File: src/rtl/chnl_tx_arb_pkg.sv
// Shared types and frame-word layout for the chnl_tx round-robin scheduler.
// Header/trailer words carry magic, source id and word count in the low 32 bits.
package chnl_tx_arb_pkg;

   typedef enum logic [1:0] {
      ST_IDLE,
      ST_HDR,
      ST_DATA,
      ST_TRL
   } state_t;

   localparam logic [7:0] HDR_MAGIC = 8'hA5;
   localparam logic [7:0] TRL_MAGIC = 8'h5A;

   localparam int MAGIC_LSB = 24;
   localparam int SRC_LSB   = 16;
   localparam int CNT_LSB   = 0;

   function automatic logic [31:0] frame_word(input logic [7:0]  magic,
                                              input logic [7:0]  src,
                                              input logic [15:0] cnt);
      logic [31:0] w;
      w = '0;
      w[MAGIC_LSB +: 8] = magic;
      w[SRC_LSB +: 8]   = src;
      w[CNT_LSB +: 16]  = cnt;
      return w;
   endfunction

endpackage

File: src/rtl/rr_pick.sv
// Combinational round-robin picker: first set bit of req at or above ptr, wrapping.
// Zero latency; no flow control.
module rr_pick #(
   parameter  int N  = 4,
   localparam int PW = (N > 1) ? $clog2(N) : 1
) (
   input  logic [N-1:0]  req,
   input  logic [PW-1:0] ptr,
   output logic [PW-1:0] idx,
   output logic          found
);

   always_comb begin : pick
      int c;
      c     = 0;
      idx   = ptr;
      found = 1'b0;
      for (int i = 0; i < N; i++) begin
         c = int'(ptr) + i;
         if (c >= N) c = c - N;
         if (!found && req[c[PW-1:0]]) begin
            found = 1'b1;
            idx   = PW'(c);
         end
      end
   end

endmodule

File: src/rtl/chnl_tx_arb.sv
// Grants the chnl_tx stream to one source at a time as header / data burst / trailer frames.
// Header follows a request by one cycle; data and o_rdy->i_rdy pass through combinationally.
module chnl_tx_arb
   import chnl_tx_arb_pkg::*;
#(
   parameter  int N_SRC     = 4,
   parameter  int WIDTH     = 32,
   parameter  int MAX_BURST = 16,
   localparam int GW        = $clog2(N_SRC)
) (
   input  logic                   clk,
   input  logic                   rst,
   input  logic [N_SRC-1:0]       en_mask,
   input  logic [N_SRC-1:0]       i_val,
   output logic [N_SRC-1:0]       i_rdy,
   input  logic [N_SRC*WIDTH-1:0] i_data,
   output logic                   o_val,
   input  logic                   o_rdy,
   output logic [WIDTH-1:0]       o_data,
   output logic                   o_busy,
   output logic [GW-1:0]          o_grant
);

   localparam logic [15:0] BURST_LIM = 16'(MAX_BURST);

   state_t           state, state_nxt;
   logic [GW-1:0]    grant, rr_ptr, pick_idx;
   logic [15:0]      count, count_inc;
   logic [N_SRC-1:0] req;
   logic             pick_found;
   logic             src_val;
   logic [7:0]       src_id;
   logic [WIDTH-1:0] src_words [N_SRC];

   for (genvar s = 0; s < N_SRC; s++) begin : g_unpack
      assign src_words[s] = i_data[s*WIDTH +: WIDTH];
   end

   assign req       = i_val & en_mask;
   assign src_val   = i_val[grant];
   assign src_id    = 8'(grant);
   assign count_inc = count + 16'd1;
   assign o_busy    = (state != ST_IDLE);
   assign o_grant   = grant;

   rr_pick #(.N(N_SRC)) u_pick (
      .req   (req),
      .ptr   (rr_ptr),
      .idx   (pick_idx),
      .found (pick_found)
   );

   always_comb begin
      state_nxt = state;
      o_val     = 1'b0;
      o_data    = '0;
      i_rdy     = '0;
      case (state)
         ST_IDLE: begin
            if (pick_found) state_nxt = ST_HDR;
         end
         ST_HDR: begin
            o_val  = 1'b1;
            o_data = WIDTH'(frame_word(HDR_MAGIC, src_id, 16'h0000));
            if (o_rdy) state_nxt = ST_DATA;
         end
         ST_DATA: begin
            o_val        = src_val;
            o_data       = src_words[grant];
            i_rdy[grant] = o_rdy;
            // A source going quiet closes the frame; a short or empty burst is legal.
            if (!src_val)
               state_nxt = ST_TRL;
            else if (o_rdy && count_inc == BURST_LIM)
               state_nxt = ST_TRL;
         end
         ST_TRL: begin
            o_val  = 1'b1;
            o_data = WIDTH'(frame_word(TRL_MAGIC, src_id, count));
            if (o_rdy) state_nxt = ST_IDLE;
         end
         default: state_nxt = ST_IDLE;
      endcase
   end

   always_ff @(posedge clk) begin
      if (rst) begin
         state  <= ST_IDLE;
         grant  <= '0;
         rr_ptr <= '0;
         count  <= '0;
      end else begin
         state <= state_nxt;
         case (state)
            ST_IDLE: begin
               if (pick_found) begin
                  grant <= pick_idx;
                  count <= '0;
               end
            end
            ST_DATA: begin
               if (src_val && o_rdy) count <= count_inc;
            end
            ST_TRL: begin
               if (o_rdy) rr_ptr <= (grant == GW'(N_SRC-1)) ? '0 : grant + GW'(1);
            end
            default: ;
         endcase
      end
   end

endmodule

File: config.mk
export PLATFORM = sky130hd
export DESIGN_NAME = chnl_tx_arb
export DESIGN_NICKNAME = d
export VERILOG_FILES = /design/src/rtl/chnl_tx_arb_pkg.sv /design/src/rtl/rr_pick.sv /design/src/rtl/chnl_tx_arb.sv
export SDC_FILE = /design/constraint.sdc
export NUM_CORES = 1
export LEC_CHECK = 0
export CORE_ASPECT_RATIO = 1.75
export CORE_MARGIN = 2
export CORE_UTILIZATION = 38
export CTS_BUF_LIST = sky130_fd_sc_hd__clkbuf_4
export DETAILED_ROUTE_END_ITERATION = 10
export PLACE_DENSITY = 0.84
export RECOVER_POWER = 25
export SETUP_SLACK_MARGIN = 0.1
export SYNTH_ARGS = -nofsm -noshare
export SYNTH_HDL_FRONTEND = slang
export SYNTH_HIERARCHICAL = 1
export SYNTH_SLANG_ARGS = --single-unit
export TNS_END_PERCENT = 100
File: constraint.sdc
create_clock -name clk -period 2.8 [get_ports clk]
set_input_delay 0.7 -clock clk [delete_from_list [all_inputs] [get_ports clk]]
set_output_delay 0.7 -clock clk [all_outputs]
set_load 0.02 [all_outputs]
# Word level (Yosys, flattened, before mapping)
# Cells that the tools add are included.
[word_totals] register_bits=22 in_bits=139 wordCells=94
[classes] n_addsub=9 n_lt_le_gt_ge=11 eq_ne=10 muxes=40 n_bitwise=3 reduce_logical=17
[op_table] op="one-hot mux 32 bit (3 select lines)" count=1
[op_table] op="binary-select mux 32 bit (select 2 bit)" count=1
[op_table] op="two-way mux 32 bit" count=2
[op_table] op="two-way mux 16 bit" count=2
[op_table] op="one-hot mux 16 bit (2 select lines)" count=1
[op_table] op="two-way mux 2 bit" count=14
[op_table] op="adder 16 x 1 -> 16 bit (second input constant)" count=1
[op_table] op="equality test 16 x 5 -> 1 bit (second input constant)" count=1
[op_table] op="< comparator 2 x 3 -> 1 bit (second input constant)" count=5
[op_table] op="greater-or-equal comparator 3 bit (second input constant)" count=4
[op_table] op="binary-select mux 1 bit (select 2 bit)" count=5
[op_table] op="two-way mux 1 bit" count=10
[op_table] op="AND 4 bit" count=2
[op_table] op="inequality test 2 bit (second input constant)" count=4
[op_table] op="one-hot mux 2 bit (4 select lines)" count=1
[op_table] op="subtractor 2 x 1 -> 2 bit (second input constant)" count=4
[op_table] op="adder 2 x 2 -> 3 bit (second input constant)" count=2
[op_table] op="equality test 2 bit (second input constant)" count=3
[op_table] op="logical AND 1 bit" count=6
[op_table] op="two-way mux 4 bit" count=1
[op_table] op="AND reduction 2 bit" count=2
[op_table] op="AND reduction 4 bit" count=1
[op_table] op="nonzero test 2 bit" count=2
[op_table] op="adder 2 x 1 -> 3 bit (second input constant)" count=1
[op_table] op="other kinds (12)" count=14

# Depth between registers and ports, before layout
# Gate-level depths: netlist of run 1.
[depth] depth_word=16 depth_mapped=9 ltp_nobuf=9

# Hierarchy
# The synthesis of run 1 kept the hierarchy.
[by_module_without_submodules] mod="chnl_tx_arb" instances=1 cells_each=304 area_each_um2=2678.8 seq_area_each_um2=440.4
[by_module_without_submodules] mod="rr_pick" instances=1 cells_each=16 area_each_um2=96.3 seq_area_each_um2=0.0

# Worst setup path before layout of run 1
# No wires, ideal clock.
[synth_timing] path_type="register -> output" startpoint="reg grant[0] (netlist: o_grant[0])" endpoint="out o_data[3]" arrival_ns=1.886 t_required_ns=2.100 path_slack_ns=0.214 path_stages_with_launch=5 cell_sequence="dfxtp_1 buf_4 buf_2 mux4_2 a22o_2"
[synth_via] elab_chain_len=5
[synth_lines] element="from (decl)" line="chnl_tx_arb.sv:27" source="logic [GW-1:0] grant, rr_ptr, pick_idx;"
[synth_lines] element="from (signal assigned)" line="chnl_tx_arb.sv:97" source="grant <= pick_idx;"
[synth_lines] element="NOT 2 -> 3 bit (implied by the code)" line="chnl_tx_arb.sv:69" source="o_data = src_words[grant];"
[synth_lines] element="binary-select mux 32 bit (select 2 bit)" line="chnl_tx_arb.sv:69"
[synth_lines] element="two-way mux 32 bit (implied by the code) (2 in series)" line="chnl_tx_arb.sv:69"
[synth_lines] element="one-hot mux 32 bit (3 select lines)" line="chnl_tx_arb.sv:58" source="case (state)"
[synth_lines] element="to (decl)" line="chnl_tx_arb.sv:19" source="output logic [WIDTH-1:0] o_data,"
# Every way passes these cells. The select of a mux whose other input is x is not followed.

# Worst setup path after layout of run 1
[layout_timing] startpoint="in i_data[47]" endpoint="out o_data[15]"
[layout_via] elab_chain_len=4
[layout_lines] element="from (decl)" line="chnl_tx_arb.sv:16" source="input logic [N_SRC*WIDTH-1:0] i_data,"
[layout_lines] element="binary-select mux 32 bit (select 2 bit)" line="chnl_tx_arb.sv:69"
[layout_lines] element="two-way mux 32 bit (implied by the code) (2 in series)" line="chnl_tx_arb.sv:69"
[layout_lines] element="one-hot mux 32 bit (3 select lines)" line="chnl_tx_arb.sv:58"
# Every way passes these cells. The select of a mux whose other input is x is not followed.

==> results of run 1 <==
[state kept, by name (all words and copies together), names as in the netlist]
register,count
count,16
o_grant,2
rr_ptr,2
state,2
[kinds of logic (layout without fill, tap and decap cells)]
kind of cell / after synthesis / count (layout) / synth area share
fa+ha+maj: 10 / 10 / 0.0451
simple gates: 130 / 130 / 0.250
mux: 38 / 38 / 0.277
flops: 22 / 22 / 0.159
buf+inv: 36 / 212 / 0.0559
compound gates: 80 / 80 / 0.201
xor+xnor: 4 / 4 / 0.0126
[through the flow]
stage / utilization / hold slack (ns) / setup slack (ns) / TNS [ns]
global placement: 0.669 / 0.483 / -0.353 / -6.08
CTS: 0.661 / 0.522 / 0.0748 / 0
global route: 0.654 / 0.543 / 0.104 / 0
detailed placement: 0.669 / 0.523 / -0.355 / -6.55
floorplan: - / 0.491 / 0.214 / 0
finish: 0.654 / 0.524 / 0.121 / 0
[cells in the mapped netlist (3+ instances only)]
cell type	n	area [um2]
a21o_1	13	97.6
a21oi_1	24	120
a22o_1	15	131
and2_1	11	68.8
and3_1	5	31.3
buf_2	12	60.1
clkbuf_1	12	45.0
dfxtp_1	22	440
ha_1	10	125
inv_1	8	30.0
mux2i_1	7	70.1
mux4_2	31	698
nand2_1	30	113
nand2b_1	5	31.3
nand3_1	11	55.1
nand4_1	3	18.8
nand4b_1	3	26.3
nor2_1	25	93.8
nor2b_1	5	31.3
nor3_1	10	50.1
o21a_1	6	45.0
o21ai_0	11	55.1
or3_1	4	25.0
or4_1	6	45.0
[power by group]
group	switching, W	total, W	internal (W)
combinational	0.000669	0.00137	0.000697
clock	0.000105	0.000157	0.0000523
sequential	0.0000216	0.000355	0.000334
[how the worst min path moves through the flow]
stage,endpoint,cells after the start
after floorplan,rr_ptr[1],2
after global placement,state[1],2
after detailed placement,state[1],2
after CTS,state[1],2
after global routing,state[1],2
final,state[1],2
[final cells by class]
cell class / instances / area share
multi-input cells: 262 / 0.469
repair buffers: 200 / 0.400
flip-flops and latches: 22 / 0.0958
well taps: 86 / 0.0231
inverters: 8 / 0.00644
clock buffers: 3 / 0.00483
clock inverters: 1 / 0.000805
[what timing repair did]
| item | CTS | global route |
|---|---|---|
| gates resized for setup | 129 | 22 |
| pin swaps | 1 | 4 |
| endpoints found under the setup margin | 37 | 16 |
[tightest hold or removal path: cells and delay by family, from the launching register on]
family           cells  cell delay, ns
DFF                  1            0.36
and+or+nand+nor      1            0.07
muxes                1            0.06
[metal layers]
metal	vias up	track usage	share of wire
met5	-	0	0
met4	0	0.104	0.030
met3	25	0.0602	0.071
met2	159	0.498	0.56
met1	1551	0.280	0.34
li1	1571	-	-
==> results.yml, run 1 <==
cells_and_area:
  area_growth_pct: 68.1
  multi_input_area_mm2: 0.00219
  final_area_mm2: 0.00466
  layout.nets: 646
  antenna-diode-count: 0
  layout_commonest_cell: "clkdlybuf4s50_1"
  mostFrequentLayoutCells: "clkdlybuf4s50_1 (134), mux4_2 (31), nand2_1 (30)"
  fillers: 599
  fin_cells: 582
  drive_above_1_share: 0.210
  ff_latch_area_um2: 447
sta:
  setup_viol: 0
  min_period_over_period: 0.957
  rsz0062_at_grt: "false"
  hold_viol: 0
  tightest_slew_ns: 0.532
  skew_ns: 0.00127
  slew_headroom: 0.644
  period_minus_slack_ns: 2.68
  drv_slew: 0
  fmax_ghz: 0.373
global_routing:
  grt_pass1_vias: 3489
  track_usage: 0.268
  grt_max_degree: 29
  gr-total-overflow: 0
  antenna_found_initial: 0
  grt_pass1_wl_um: 16200
power:
  p_per_area_mw_per_mm2: 403
  power_w: 0.00188
  peakVddDrop_v: 0.000291
  leakagePower_nw: 1.87
setup_path:
  cpMaxStageDelayCell: "mux4_2"
  r2r_end: "count[1]"
  worstSetupPathType: "primary input to primary output"
  arrival_ns: 1.98
  crit_start: "i_data[47]"
  worstPathCellList: "clkdlybuf4s50_1 > mux4_2 > a22o_1 > buf_6"
  worstPathRequired_ns: 2.10
  timing.rr.start: "o_grant[0]"
  cp_top_family: "buffers and inverters"
  cp-end-kind: "primary output"
  worstSetupEndpoint: "o_data[15]"
  path_buf_inv: 2
  r2r_slack_ns: 0.38
  max_stage_delay_ns: 0.49
  rr_worst_depth: 9
  crit_fanout: 1
  crit_cells: 4
  setup.worst_path.start_class: "primary input"
floorplanning:
  ios: 179
  start_util: 0.389
  dieArea_mm2: 0.00803
  die_x_um: 68.6
  die_h_um: 117
  core_area_mm2: 0.00713
  rows: 41
clock_tree:
  clock_sinks: 22
  htreeDepth: 1
  root_buffer: "clkbuf_4"
  clk_pin_slew_ns: 0.13
  post_cts_buffers: 0
  numCtsBuffers: 3
  tritoncts: "done"
  clock_latency_ns: 0.32
  ctsHoldBuffers: 0
  clockBufferDepth: 2
routing:
  drc: 0
  wl_per_cell_um: 18.2
  vias: 3306
  drtIter0Drc: 279
  wl_um: 10600
  via_per_inst: 5.68
  firstDrtPassIters: 5
  postRouteAntennaNets: 0
place:
  io_buffers: 178
  dpl_cell_area_mm2: 0.00477
  gp_congestion: 0.891
  hpwl_um: 8840
  dp_cells: 578
yosys:
  synth_edf_count: 0
  syn-num-nets: 469
  ys_seq_area_frac: 0.159
  ys_seq_elements: 22
  yosysUniqueCellTypes: 49
  synth.avg_cell_area_um2: 8.67
  netlist_area_mm2: 0.00278
  synth_cells: 320
  synth_warnings: 6
  ys_async_sr_fraction: 0
  synth_ff_type: "dfxtp_1"
min_path:
  min_from: "state[1]"
  hp-class: "flip-flop to flip-flop"
status:
  outcome: "finished clean"
job:
  drv_cap: 0
Power figures use the tool's default switching activity.
==> run 2: changes to the inputs <==
--- a/config.mk
+++ b/config.mk
@@ -13,6 +13,7 @@
 export PLACE_DENSITY = 0.84
 export RECOVER_POWER = 25
 export SETUP_SLACK_MARGIN = 0.1
+export SKIP_CTS_REPAIR_TIMING = 1
 export SYNTH_ARGS = -nofsm -noshare
 export SYNTH_HDL_FRONTEND = slang
 export SYNTH_HIERARCHICAL = 1
==> run 2 against run 1 <==
Combinational power is essentially flat. Core utilization is 1.9 points higher. Non-clock buffer count unchanged. Clock power fell by 3%. Critical path depth is the same. Sequential power about the same. Final area is 2.9% higher. Clock skew about the same. Global-route usage shrank 0.21 points.
==> results.yml, run 2 (synthesis gave the netlist of run 1 again) <==
status:
  outcome: "finished clean"
floorplanning:
  dieArea_mm2: 0.00803
  rows: 41
  start_util: 0.389
  die_h_um: 117
  ios: 179
  die_x_um: 68.6
  core_area_mm2: 0.00713
power:
  peakVddDrop_v: 0.000315
  power_w: 0.00191
  leakagePower_nw: 2.18
  p_per_area_mw_per_mm2: 397
routing:
  firstDrtPassIters: 4
  via_per_inst: 5.69
  drc: 0
  postRouteAntennaNets: 0
  drtIter0Drc: 260
  wl_um: 10600
  vias: 3310
  wl_per_cell_um: 18.2
setup_path:
  crit_fanout: 1
  cp-end-kind: "primary output"
  setup.worst_path.start_class: "primary input"
  worstPathRequired_ns: 2.10
  worstSetupPathType: "primary input to primary output"
  arrival_ns: 1.98
clock_tree:
  clock_sinks: 22
  root_buffer: "clkbuf_4"
  clock_latency_ns: 0.31
  htreeDepth: 1
  numCtsBuffers: 3
  clockBufferDepth: 2
  clk_pin_slew_ns: 0.12
  tritoncts: "done"
cells_and_area:
  multi_input_area_mm2: 0.00218
  layout.nets: 646
  fillers: 562
  top_register: "count"
  largest_reg_flops: 16
  mostFrequentLayoutCells: "clkdlybuf4s50_1 (134), mux4_2 (31), nand2_1 (30)"
  antenna-diode-count: 0
  ff_latch_area_um2: 447
  layout_commonest_cell: "clkdlybuf4s50_1"
  area_growth_pct: 72.9
  drive_above_1_share: 0.171
sta:
  min_period_over_period: 0.958
  setup_viol: 0
  fin_ws_ns: 0.116
  skew_ns: 0.00174
  period_minus_slack_ns: 2.68
  fmax_ghz: 0.373
  tightest_slew_ns: 0.546
  slew_headroom: 0.635
  rsz0062_at_grt: "true"
  hold_viol: 0
  tns_ns: 0
  drv_slew: 0
global_routing:
  grt_pass1_vias: 3473
  use_met1: 0.280
  grt_max_degree: 29
  met2_usage: 0.493
  gr-total-overflow: 0
  antenna_found_initial: 0
  track_usage: 0.266
  grt-busiest-layer: "met2"
  met3_usage: 0.0612
  grt_pass1_wl_um: 16100
place:
  io_buffers: 178
  dp_slack_ns: -0.355
  hpwl_um: 8840
  gp_congestion: 0.891
min_path:
  hp-class: "flip-flop to flip-flop"
job:
  drv_cap: 0
==> run 2: cell types whose count changed in the layout (fill, tap and decap cells not counted), moves of 2 or more <==
cell	previous run	this run
dlymetal6s2s_1	2	25
o21ai_1	2	0
clkbuf_2	2	13
dlygate4sd2_1	6	0
o21ai_0	10	12
buf_2	28	0
==> run 2: through the flow <==
step / instance area, um2 / std cells / util / hold WS (ns)
after floorplan: 2780 / 320 / - / 0.491
after global placement: 4770 / 578 / 0.669 / 0.483
after detailed placement: 4770 / 578 / 0.669 / 0.523
after CTS: 4800 / 582 / 0.673 / 0.546
after global routing: 4800 / 582 / 0.673 / 0.543
final: 4800 / 582 / 0.673 / 0.528
==> run 2: cell type report <==
class | instances | share of cell area
tap | 86 | 0.0224
inverter | 8 | 0.00626
clock buffer | 3 | 0.00469
multi-input combinational | 262 | 0.454
timing repair buffer | 200 | 0.418
clock inverter | 1 | 0.000782
sequential | 22 | 0.0931
==> run 2: worst paths after layout <==
kind                                   from        end  slack [ns]  cells after the start
worst min-delay path               state[1]   state[1]        0.53                      2
worst max-delay path            i_data[102]  o_data[6]        0.12                      4
worst min register to register     state[1]   state[1]        0.53                      2
worst max register to register   o_grant[0]   count[1]        0.39                      9
==> run 2: where the power goes <==
part           switching (W)  internal, W
combinational       0.000666     0.000732
sequential         0.0000221     0.000334
clock               0.000101    0.0000522
total               0.000789      0.00112
==> run 2: worst max-delay path, cell delays in order <==
cell	delay [ns]
clkdlybuf4s50_1	0.42
mux4_2	0.48
a22o_1	0.18
dlymetal6s2s_1	0.20
==> run 2: metal layers <==
metal  routed length, um  share of wire
met1                3530           0.33
met2                5930           0.56
met3                 799          0.076
met4                 299          0.028
met5                   0              0
